`config.mk`:
```
export PLATFORM = sky130hd
export DESIGN_NAME = seq_tx_flat
export DESIGN_NICKNAME = d
export VERILOG_FILES = /design/src/rtl/seq_tx_pkg.sv /design/src/rtl/seq_tx_if.sv /design/src/rtl/seq_tx_match.sv /design/src/rtl/seq_tx.sv /design/src/flat_wrapper.sv
export SDC_FILE = /design/constraint.sdc
export NUM_CORES = 1
export LEC_CHECK = 0
export CORE_ASPECT_RATIO = 1.1
export CORE_MARGIN = 2
export CORE_UTILIZATION = 50
export DETAILED_ROUTE_END_ITERATION = 10
export MAX_ROUTING_LAYER = met4
export PLACE_DENSITY = 0.78
export SKIP_LAST_GASP = 1
export SYNTH_ARGS = -nofsm -noshare
export SYNTH_HDL_FRONTEND = slang
export SYNTH_SLANG_ARGS = --single-unit
```
`constraint.sdc`:
```
create_clock -name clk -period 2.54 [get_ports clk]
set_input_delay 0.254 -clock clk [delete_from_list [all_inputs] [get_ports clk]]
set_output_delay 0.254 -clock clk [all_outputs]
set_load 0.05 [all_outputs]
```
`src/rtl/seq_tx_pkg.sv`:
```
// Shared types and constants for the seq_tx serial pattern transmitter.
package seq_tx_pkg;

  localparam int unsigned DEF_DATA_W = 12;

  // Pattern recognised by the optional match counter
  localparam logic [3:0] PATTERN = 4'b1101;

  typedef enum logic [1:0] {
    IDLE,
    SHIFT,
    DONE
  } state_t;

  typedef enum logic [2:0] {
    S0,
    S1,
    S11,
    S110,
    S1101
  } det_state_t;

endpackage

```
`src/rtl/seq_tx_if.sv`:
```
// Load/serial-output bundle between a frame source and the seq_tx serializer.
interface seq_tx_if #(
  parameter int unsigned DATA_W = 12,
  parameter int unsigned LEN_W  = $clog2(DATA_W + 1)
);

  logic              load;
  logic [DATA_W-1:0] data_in;
  logic [LEN_W-1:0]  len;
  logic              ready;
  logic              tx_bit;
  logic              tx_valid;
  logic              done;
  logic              err;
  logic [LEN_W-1:0]  match_cnt;

  // Frame source side
  modport master (
    output load, data_in, len,
    input  ready, tx_bit, tx_valid, done, err, match_cnt
  );

  // Serializer side
  modport slave (
    input  load, data_in, len,
    output ready, tx_bit, tx_valid, done, err, match_cnt
  );

endinterface

```
`src/rtl/seq_tx_match.sv`:
```
// Overlapping 1101 detector with a saturating match counter.
// Present only when SEQ_TX_MATCH_COUNT_EN is defined.
`ifdef SEQ_TX_MATCH_COUNT_EN
module seq_tx_match
  import seq_tx_pkg::*;
#(
  parameter int unsigned LEN_W = 4
) (
  input  logic             clk,
  input  logic             n_rst,
  input  logic             clr,
  input  logic             bit_in,
  input  logic             bit_valid,
  output logic [LEN_W-1:0] match_cnt
);

  det_state_t       det_q;
  det_state_t       det_nxt_c;
  logic [LEN_W-1:0] cnt_q;

  // Moore detector next state; holds while the serial bit is not qualified
  always_comb begin
    det_nxt_c = det_q;
    if (bit_valid) begin
      case (det_q)
        S0:      det_nxt_c = (bit_in == PATTERN[3]) ? S1    : S0;
        S1:      det_nxt_c = (bit_in == PATTERN[2]) ? S11   : S0;
        S11:     det_nxt_c = (bit_in == PATTERN[1]) ? S110  : S11;
        S110:    det_nxt_c = (bit_in == PATTERN[0]) ? S1101 : S0;
        S1101:   det_nxt_c = bit_in ? S11 : S0;
        default: det_nxt_c = S0;
      endcase
    end
  end

  // Count on entry to S1101 so the total is final in the cycle after the last bit
  always_ff @(posedge clk or negedge n_rst) begin
    if (!n_rst) begin
      det_q <= S0;
      cnt_q <= '0;
    end else if (clr) begin
      det_q <= S0;
      cnt_q <= '0;
    end else begin
      det_q <= det_nxt_c;
      if (bit_valid && (det_nxt_c == S1101) && (cnt_q != '1)) begin
        cnt_q <= cnt_q + LEN_W'(1);
      end
    end
  end

  assign match_cnt = cnt_q;

endmodule
`endif

```
`src/rtl/seq_tx.sv`:
```
// Serial pattern transmitter: loads a word plus bit count, shifts it out MSB-first.
// Optional feature macro: SEQ_TX_MATCH_COUNT_EN (adds the 1101 match counter).
module seq_tx
  import seq_tx_pkg::*;
#(
  parameter int unsigned DATA_W = DEF_DATA_W,
  parameter int unsigned LEN_W  = $clog2(DATA_W + 1)
) (
  input  logic    clk,
  input  logic    n_rst,
  seq_tx_if.slave bus
);

  state_t            state_q;
  logic [DATA_W-1:0] shreg_q;
  logic [LEN_W-1:0]  rem_q;
  logic              tx_bit_q;
  logic              tx_valid_q;
  logic              done_q;
  logic              err_q;

  logic              len_ok_c;
  logic              accept_c;
  logic [LEN_W-1:0]  first_idx_c;
  logic [LEN_W-1:0]  next_idx_c;

  // Load qualification and bit indices
  assign len_ok_c    = (bus.len != '0) && (bus.len <= LEN_W'(DATA_W));
  assign accept_c    = (state_q == IDLE) && bus.load && len_ok_c;
  assign first_idx_c = bus.len - LEN_W'(1);
  assign next_idx_c  = rem_q - LEN_W'(1);

  // Frame FSM; rem_q is both the bit index on air and the bits still to send
  always_ff @(posedge clk or negedge n_rst) begin
    if (!n_rst) begin
      state_q    <= IDLE;
      shreg_q    <= '0;
      rem_q      <= '0;
      tx_bit_q   <= 1'b0;
      tx_valid_q <= 1'b0;
      done_q     <= 1'b0;
      err_q      <= 1'b0;
    end else begin
      err_q <= 1'b0;
      case (state_q)
        IDLE: begin
          if (accept_c) begin
            shreg_q    <= bus.data_in;
            tx_bit_q   <= bus.data_in[first_idx_c];
            tx_valid_q <= 1'b1;
            rem_q      <= first_idx_c;
            state_q    <= SHIFT;
          end else if (bus.load) begin
            err_q <= 1'b1;
          end
        end
        SHIFT: begin
          if (rem_q != '0) begin
            tx_bit_q <= shreg_q[next_idx_c];
            rem_q    <= next_idx_c;
          end else begin
            tx_bit_q   <= 1'b0;
            tx_valid_q <= 1'b0;
            done_q     <= 1'b1;
            state_q    <= DONE;
          end
        end
        DONE: begin
          done_q  <= 1'b0;
          state_q <= IDLE;
        end
        default: begin
          state_q <= IDLE;
        end
      endcase
    end
  end

  assign bus.ready    = (state_q == IDLE);
  assign bus.tx_bit   = tx_bit_q;
  assign bus.tx_valid = tx_valid_q;
  assign bus.done     = done_q;
  assign bus.err      = err_q;

`ifdef SEQ_TX_MATCH_COUNT_EN
  // Detector watches the registered serial stream and restarts on each accepted load
  seq_tx_match #(
    .LEN_W (LEN_W)
  ) u_match (
    .clk       (clk),
    .n_rst     (n_rst),
    .clr       (accept_c),
    .bit_in    (tx_bit_q),
    .bit_valid (tx_valid_q),
    .match_cnt (bus.match_cnt)
  );
`else
  assign bus.match_cnt = '0;
`endif

endmodule

```
`src/flat_wrapper.sv`:
```
// flat-port wrapper written by rule: the top's interface ports become plain ports
module seq_tx_flat import seq_tx_pkg::*;
#(
  parameter int unsigned DATA_W = DEF_DATA_W,
  parameter int unsigned LEN_W  = $clog2(DATA_W + 1)
)
  (clk, n_rst, bus_load, bus_data_in, bus_len, bus_ready, bus_tx_bit, bus_tx_valid, bus_done, bus_err, bus_match_cnt);
  seq_tx_if #(.DATA_W(DATA_W), .LEN_W(LEN_W)) bus_i ();
  input  logic clk;
  input  logic n_rst;
  input wire logic [$bits(bus_i.load)-1:0] bus_load;
  input wire logic [$bits(bus_i.data_in)-1:0] bus_data_in;
  input wire logic [$bits(bus_i.len)-1:0] bus_len;
  output wire logic [$bits(bus_i.ready)-1:0] bus_ready;
  output wire logic [$bits(bus_i.tx_bit)-1:0] bus_tx_bit;
  output wire logic [$bits(bus_i.tx_valid)-1:0] bus_tx_valid;
  output wire logic [$bits(bus_i.done)-1:0] bus_done;
  output wire logic [$bits(bus_i.err)-1:0] bus_err;
  output wire logic [$bits(bus_i.match_cnt)-1:0] bus_match_cnt;
  assign bus_i.load = bus_load;
  assign bus_i.data_in = bus_data_in;
  assign bus_i.len = bus_len;
  assign bus_ready = bus_i.ready;
  assign bus_tx_bit = bus_i.tx_bit;
  assign bus_tx_valid = bus_i.tx_valid;
  assign bus_done = bus_i.done;
  assign bus_err = bus_i.err;
  assign bus_match_cnt = bus_i.match_cnt;
  seq_tx #(.DATA_W(DATA_W), .LEN_W(LEN_W)) u_core (.clk(clk), .n_rst(n_rst), .bus(bus_i));
endmodule
```
==> results of run 1 <==
final timing paths:
path	from	end	slack (ps)	depth (start not counted)
setup / recovery	bus_len[0]	u_core.bus.tx_bit	490	8
hold / removal	n_rst	u_core.state_q[0]	260	2
setup reg to reg	u_core.rem_q[1]	u_core.rem_q[0]	560	7
hold reg to reg	u_core.bus.tx_valid	u_core.bus.tx_valid	490	2
max in group asynchronous	n_rst	u_core.shreg_q[7]	2040	2
min in group clk	u_core.bus.tx_valid	u_core.bus.tx_valid	490	2
cells in the mapped netlist:
| cell | instances |
|---|---|
| o311ai_0 | 1 |
| or2_2 | 1 |
| xor2_1 | 1 |
| conb_1 | 1 |
| ha_1 | 2 |
| nand2_1 | 12 |
| nand3_1 | 2 |
| mux2_2 | 13 |
| o221ai_4 | 1 |
| or3_1 | 1 |
| mux4_2 | 4 |
| nor3_1 | 5 |
| o21a_1 | 2 |
| clkbuf_1 | 1 |
| a221oi_1 | 1 |
| and3_4 | 1 |
| o21ai_1 | 1 |
| a2111oi_0 | 1 |
| dfrtp_1 | 22 |
| or3_4 | 1 |
| inv_1 | 7 |
| nor2_1 | 5 |
| o21ai_4 | 1 |
| nor3b_2 | 1 |
| nand4b_1 | 1 |
| nor3b_1 | 1 |
| buf_2 | 4 |
| a22oi_1 | 1 |
| xnor2_1 | 1 |
| a21o_1 | 1 |
| a311oi_2 | 1 |
| mux2_1 | 2 |
| nor2b_1 | 2 |
| and2_1 | 1 |
| a31oi_1 | 2 |
| buf_4 | 5 |
| buf_6 | 1 |
| o22ai_1 | 3 |
| a21oi_1 | 3 |
| nand2b_1 | 3 |
| o21ai_0 | 2 |
| mux2i_1 | 2 |
through the flow:
step | std cells | instance area [sq um] | total power [mW]
final | 179 | 1630 | 1.86
after detailed placement | 175 | 1600 | 1.67
after floorplan | 127 | 1360 | 1.43
after global placement | 175 | 1600 | 1.63
after global routing | 179 | 1630 | 2.00
after CTS | 179 | 1630 | 1.87
routing by layer:
metal / vias up / GRT usage / part of all wire
met5: - / - / 0
met4: 0 / 0.0440 / 0.0093
met3: 4 / 0.0457 / 0.054
met2: 30 / 0.332 / 0.51
met1: 476 / 0.248 / 0.43
li1: 487 / - / -
report_power, final:
part / switching (mW) / leakage (nW) / total (mW) / internal [mW]
Sequential: 0.114 / 0.259 / 0.628 / 0.514
Clock: 0.112 / 0.0210 / 0.200 / 0.0878
Combinational: 0.543 / 0.410 / 1.03 / 0.488
Total: 0.768 / 0.690 / 1.86 / 1.09
sequential cells by signal, summed over array words and instances, names as in the netlist:
name	cells
u_core.bus.tx_bit	1
u_core.bus.done	1
u_core.rem_q	4
u_core.bus.tx_valid	1
u_core.shreg_q	12
u_core.bus.err	1
u_core.state_q	2
final cells by class:
| class | count | area, sq um |
|---|---|---|
| Timing Repair Buffer | 28 | 268 |
| Sequential cell | 22 | 551 |
| Clock buffer | 4 | 36.3 |
| Tap cell | 31 | 38.8 |
| Inverter | 7 | 26.3 |
| Fill cell | 207 | 912 |
| Multi-Input combinational cell | 87 | 712 |
cells by family (layout without fill, tap and decap cells):
family                     after synthesis  count (layout)
adders and majority gates                2               2
other                                    1               4
muxes                                   21              21
buffers and inverters                   18              39
AOI/OAI and AO/OA                       21              21
and+or+nand+nor                         37              37
DFF                                     22              22
xor gates and xnor gates                 2               2
cells in the final DEF (no fill, tap or decap), drive strengths merged, types with 2 or more instances in the layout:
cell,n
clkdlybuf4s50,23
dfrtp,22
mux2,15
nand2,12
inv,7
nor2,5
nor3,5
buf,5
mux4,4
conb,4
clkbuf,4
o21ai,4
nand2b,3
o22ai,3
a21oi,3
nor2b,2
nand3,2
mux2i,2
o21a,2
a31oi,2
ha,2
nor3b,2
or3,2
==> metrics.csv, run 1 <==
metric,value,unit
die_w,53.5,um
synthXorXnorAreaFrac,0.0130,
io_pins,28,
rsz0062_at_grt,false,
first_global_vias,988,
fin_nets,170,
cts.sinks,22,
area_growth,20.9,%
drc_errors,0,
crit_fanout,4,
cts.path.max_buffers,2,
worst_setup_path_start_kind,input pin,
crit_buf_inv,2,
fp.dieH,58.5,um
cts_resized,0,
ys_ff_latch,22,
crit_chain,"clkdlybuf4s50_1, inv_1, ha_1, xor2_1, mux4_2, mux2_2, nor3b_1, o22ai_1",
synthTopCellsByArea,"dfrtp_1 (41%), mux2_2 (11%), mux4_2 (6.7%), nand2_1 (3.3%), buf_4 (2.8%)",
wl,2.59,mm
path_clk_slew,130,ps
insertion_delay,320,ps
post-route-util,0.641,
io_buffer_count,23,
dr.first_iter.drc_count,24,
num_rows,19,
power.density,1140,nW/um^2
fin_worst_hold_slack,262,ps
timing.final.hold_violations,0,
postCtsSetupRepairBufs,0,
wire_per_inst,14.5,um
pre_cts_ws,136,ps
max-slew-margin-rel,0.653,
hpwl,2.02,mm
cts_tree,done,
synth-simple-area-share,0.148,
dieArea,3130,sq um
synth_compound_area_frac,0.130,
hold_path_class,in -> async,
worstSetupPathType,in -> reg,
crit_slowest_cell,clkdlybuf4s50_1,
tightest_slew,517,ps
cts_buffers,3,
grt_pass1_wl,4.44,mm
ys_warn_count,0,
antennaDiodeCount,0,
drive_above_1_share,0.223,
yosysUniqueCellTypes,42,
fin_crit,2050,ps
p_leak,0.690,nW
synth_cells,124,
timing.final.crit_share,0.807,
setup_violations,0,
cap_violations,0,
synth_fa_ha_area_frac,0.0185,
muxShareOfSynthArea,0.207,
cp_data_arrival_time,2270,ps
coreArea,2540,sq um
vias,997,
synthesis.area,1350,sq um
via_per_inst,5.57,
track_usage,0.200,
cts_root_buf,clkbuf_4,
max_freq,488,MHz
max_stage_delay,480,ps
gp_congestion,0.881,
ys_seq_area_frac,0.408,
hold_buffers,0,
yosys.area.top_type,dfrtp_1,
firstDrtPassIters,4,
end_kind,flop,
antenna_found_initial,0,
yosysTopAreaCellShare,0.408,
crit_family,multiplexers,
initial_core_util,0.531,
finClkSkew,9.53,ps
synth_top_family_by_area,multiplexers,
avgSynthCellArea,10.9,sq um
gr-total-overflow,0,
required,2760,ps
grt_max_degree,23,
worst_slack,490,ps
setup_tns,0,ps
htree_levels,1,
status,"finished, final reports clean",
max-vdd-ir-drop,0.000693,V
final_antenna_net_count,0,
drv_slew,0,
Note: power is estimated with default switching activity, not from simulation.
==> run 2: changes to the inputs <==
- CORE_UTILIZATION: 50 -> 45
- PLACE_DENSITY: 0.78 -> 0.74
- clock period: 2.54 -> 1.8 ns (I/O delays scaled with it)
==> metrics.csv, run 2 (same netlist as run 1, synthesis figures left out) <==
metric,value,unit,change
cts.path.max_buffers,2,,unchanged
insertion_delay,320,ps,about the same
rsz0062_at_grt,true,,was false
die_w,56.2,um,was 53.5 um
gr-total-overflow,0,,unchanged
fin_crit,1800,ps,
area_growth,36.1,%,was 20.9%
antenna_found_initial,0,,unchanged
dr.first_iter.drc_count,13,,was 24
firstDrtPassIters,4,,unchanged
power.share.clock,0.128,,was 0.107
combPwrFrac,0.576,,was 0.555
crit_fanout,3,,was 4
fin_worst_hold_slack,192,ps,was 262 ps
initial_core_util,0.482,,was 0.531
cts_tree,done,,unchanged
tightest_slew,497,ps,was 517 ps
total_power,3.00,mW,was 1.86 mW
vias,1065,,was 997
hpwl,2.21,mm,was 2.02 mm
reg2reg_slack,70,ps,was 560 ps
top_regs,"u_core.shreg_q x12, u_core.rem_q x4, u_core.state_q x2",,unchanged
p_leak,0.789,nW,was 0.690 nW
io_buffer_count,23,,unchanged
max-slew-margin-rel,0.668,,was 0.653
hold_buffers,0,,unchanged
drv_slew,0,,unchanged
path_clk_slew,130,ps,about the same
max-vdd-ir-drop,0.000774,V,was 0.000693 V
htree_levels,1,,unchanged
cp_data_arrival_time,2010,ps,was 2270 ps
via_per_inst,5.46,,was 5.57
p_switching,1.17,mW,was 0.768 mW
final_cell_mix,"clkdlybuf4s50_1 (22), dfrtp_1 (22), buf_4 (17)",,"was clkdlybuf4s50_1 (23), dfrtp_1 (22), mux2_2 (13)"
worstSetupPathType,in -> reg,,unchanged
swShare,0.390,,was 0.414
required,2010,ps,was 2760 ps
pre_cts_ws,-364,ps,was 136 ps
cts_buffers,3,,unchanged
gp_congestion,0.928,,was 0.881
power_frac_seq,0.297,,was 0.338
coreArea,2800,sq um,was 2540 sq um
fin_nets,184,,was 170
grt_max_degree,23,,unchanged
fp.dieH,61.4,um,was 58.5 um
worst_slack,2.82,ps,was 490 ps
antennaDiodeCount,0,,unchanged
track_usage,0.179,,was 0.200
fillers,225,,was 207
cap_violations,0,,unchanged
final_antenna_net_count,0,,unchanged
dieArea,3450,sq um,was 3130 sq um
max_freq,556,MHz,
internal-power,1.83,mW,was 1.09 mW
io_pins,28,,unchanged
grt_pass1_wl,4.60,mm,was 4.44 mm
drc_errors,0,,unchanged
setup_violations,0,,unchanged
finClkSkew,10.8,ps,was 9.53 ps
wl,2.96,mm,was 2.59 mm
timing.final.crit_share,0.998,,
power.density,1630,nW/um^2,was 1140 nW/um^2
cts_root_buf,clkbuf_4,,unchanged
timing.final.hold_violations,0,,unchanged
status,"finished, final reports clean",,unchanged
largest_reg_flops,12,,unchanged
hold_path_class,in -> async,,unchanged
end_kind,flop,,unchanged
cts.sinks,22,,unchanged
wire_per_inst,15.2,um,was 14.5 um
first_global_vias,1054,,was 988
top_register,u_core.shreg_q,,unchanged
worst_setup_path_start_kind,input pin,,unchanged
drive_above_1_share,0.333,,was 0.223
num_rows,20,,was 19
[run 2: timing repair]
action	in CTS	in global routing
resized for setup	2	7
pin swaps	1	2
setup buffers	0	1
endpoints found under the hold margin	0	0
setup endpoints to repair	1	15
cloned	0	1
[run 2: path summary, 6_finish.rpt]
| kind | start | to | depth (start not counted) |
|---|---|---|---|
| worst min register to register | u_core.bus.tx_valid | u_core.bus.tx_valid | 2 |
| worst max-delay path | bus_len[1] | u_core.bus.tx_bit | 8 |
| max in group asynchronous | n_rst | u_core.bus.tx_valid | 2 |
| worst min-delay path | n_rst | u_core.shreg_q[4] | 2 |
| worst max register to register | u_core.rem_q[1] | u_core.bus.tx_bit | 7 |
| min in group clk | bus_data_in[2] | u_core.shreg_q[2] | 2 |
[run 2: area by class of cell]
type,count,area (sq um),area share
multi-input cells,87,763,0.415
flip-flops and latches,22,551,0.300
repair buffers,42,404,0.220
well taps,33,41.3,0.0225
clock inverters,1,30.0,0.0163
inverters,7,26.3,0.0143
clock buffers,3,22.5,0.0123
[run 2: through the flow]
step / cells / TNS, ps / instance area [sq um] / utilization
finish: 195 / 0 / 1840 / 0.656
global route: 195 / -71.5 / 1840 / 0.656
CTS: 193 / 0 / 1770 / 0.632
detailed placement: 189 / -4870 / 1710 / 0.608
global placement: 189 / -4500 / 1710 / 0.608
floorplan: 127 / 0 / 1380 / -
[run 2: worst max-delay path, cell delays in order]
cell             delay [ps]
clkdlybuf4s50_1         500
inv_1                    80
ha_4                    170
xor2_2                  190
mux4_2                  330
mux2_2                  270
nor3b_1                 180
o22ai_1                 120
[run 2: routing by layer]
metal / vias up / routed length, um / share of wire / GRT usage
met1: 525 / 1230 / 0.42 / 0.206
li1: 511 / - / - / -
met5: - / 0 / 0 / -
met3: 8 / 94 / 0.032 / 0.0357
met4: 0 / 44 / 0.015 / 0.0748
met2: 21 / 1590 / 0.54 / 0.311
[run 2: power groups by stage]
stage | Sequential (mW) | Clock [mW] | Combinational (mW)
floorplan | 0.932 | 0 | 1.13
global placement | 0.873 | 0 | 1.56
detailed placement | 0.892 | 0 | 1.60
CTS | 0.879 | 0.393 | 1.65
global route | 0.921 | 0.408 | 1.88
finish | 0.890 | 0.383 | 1.73
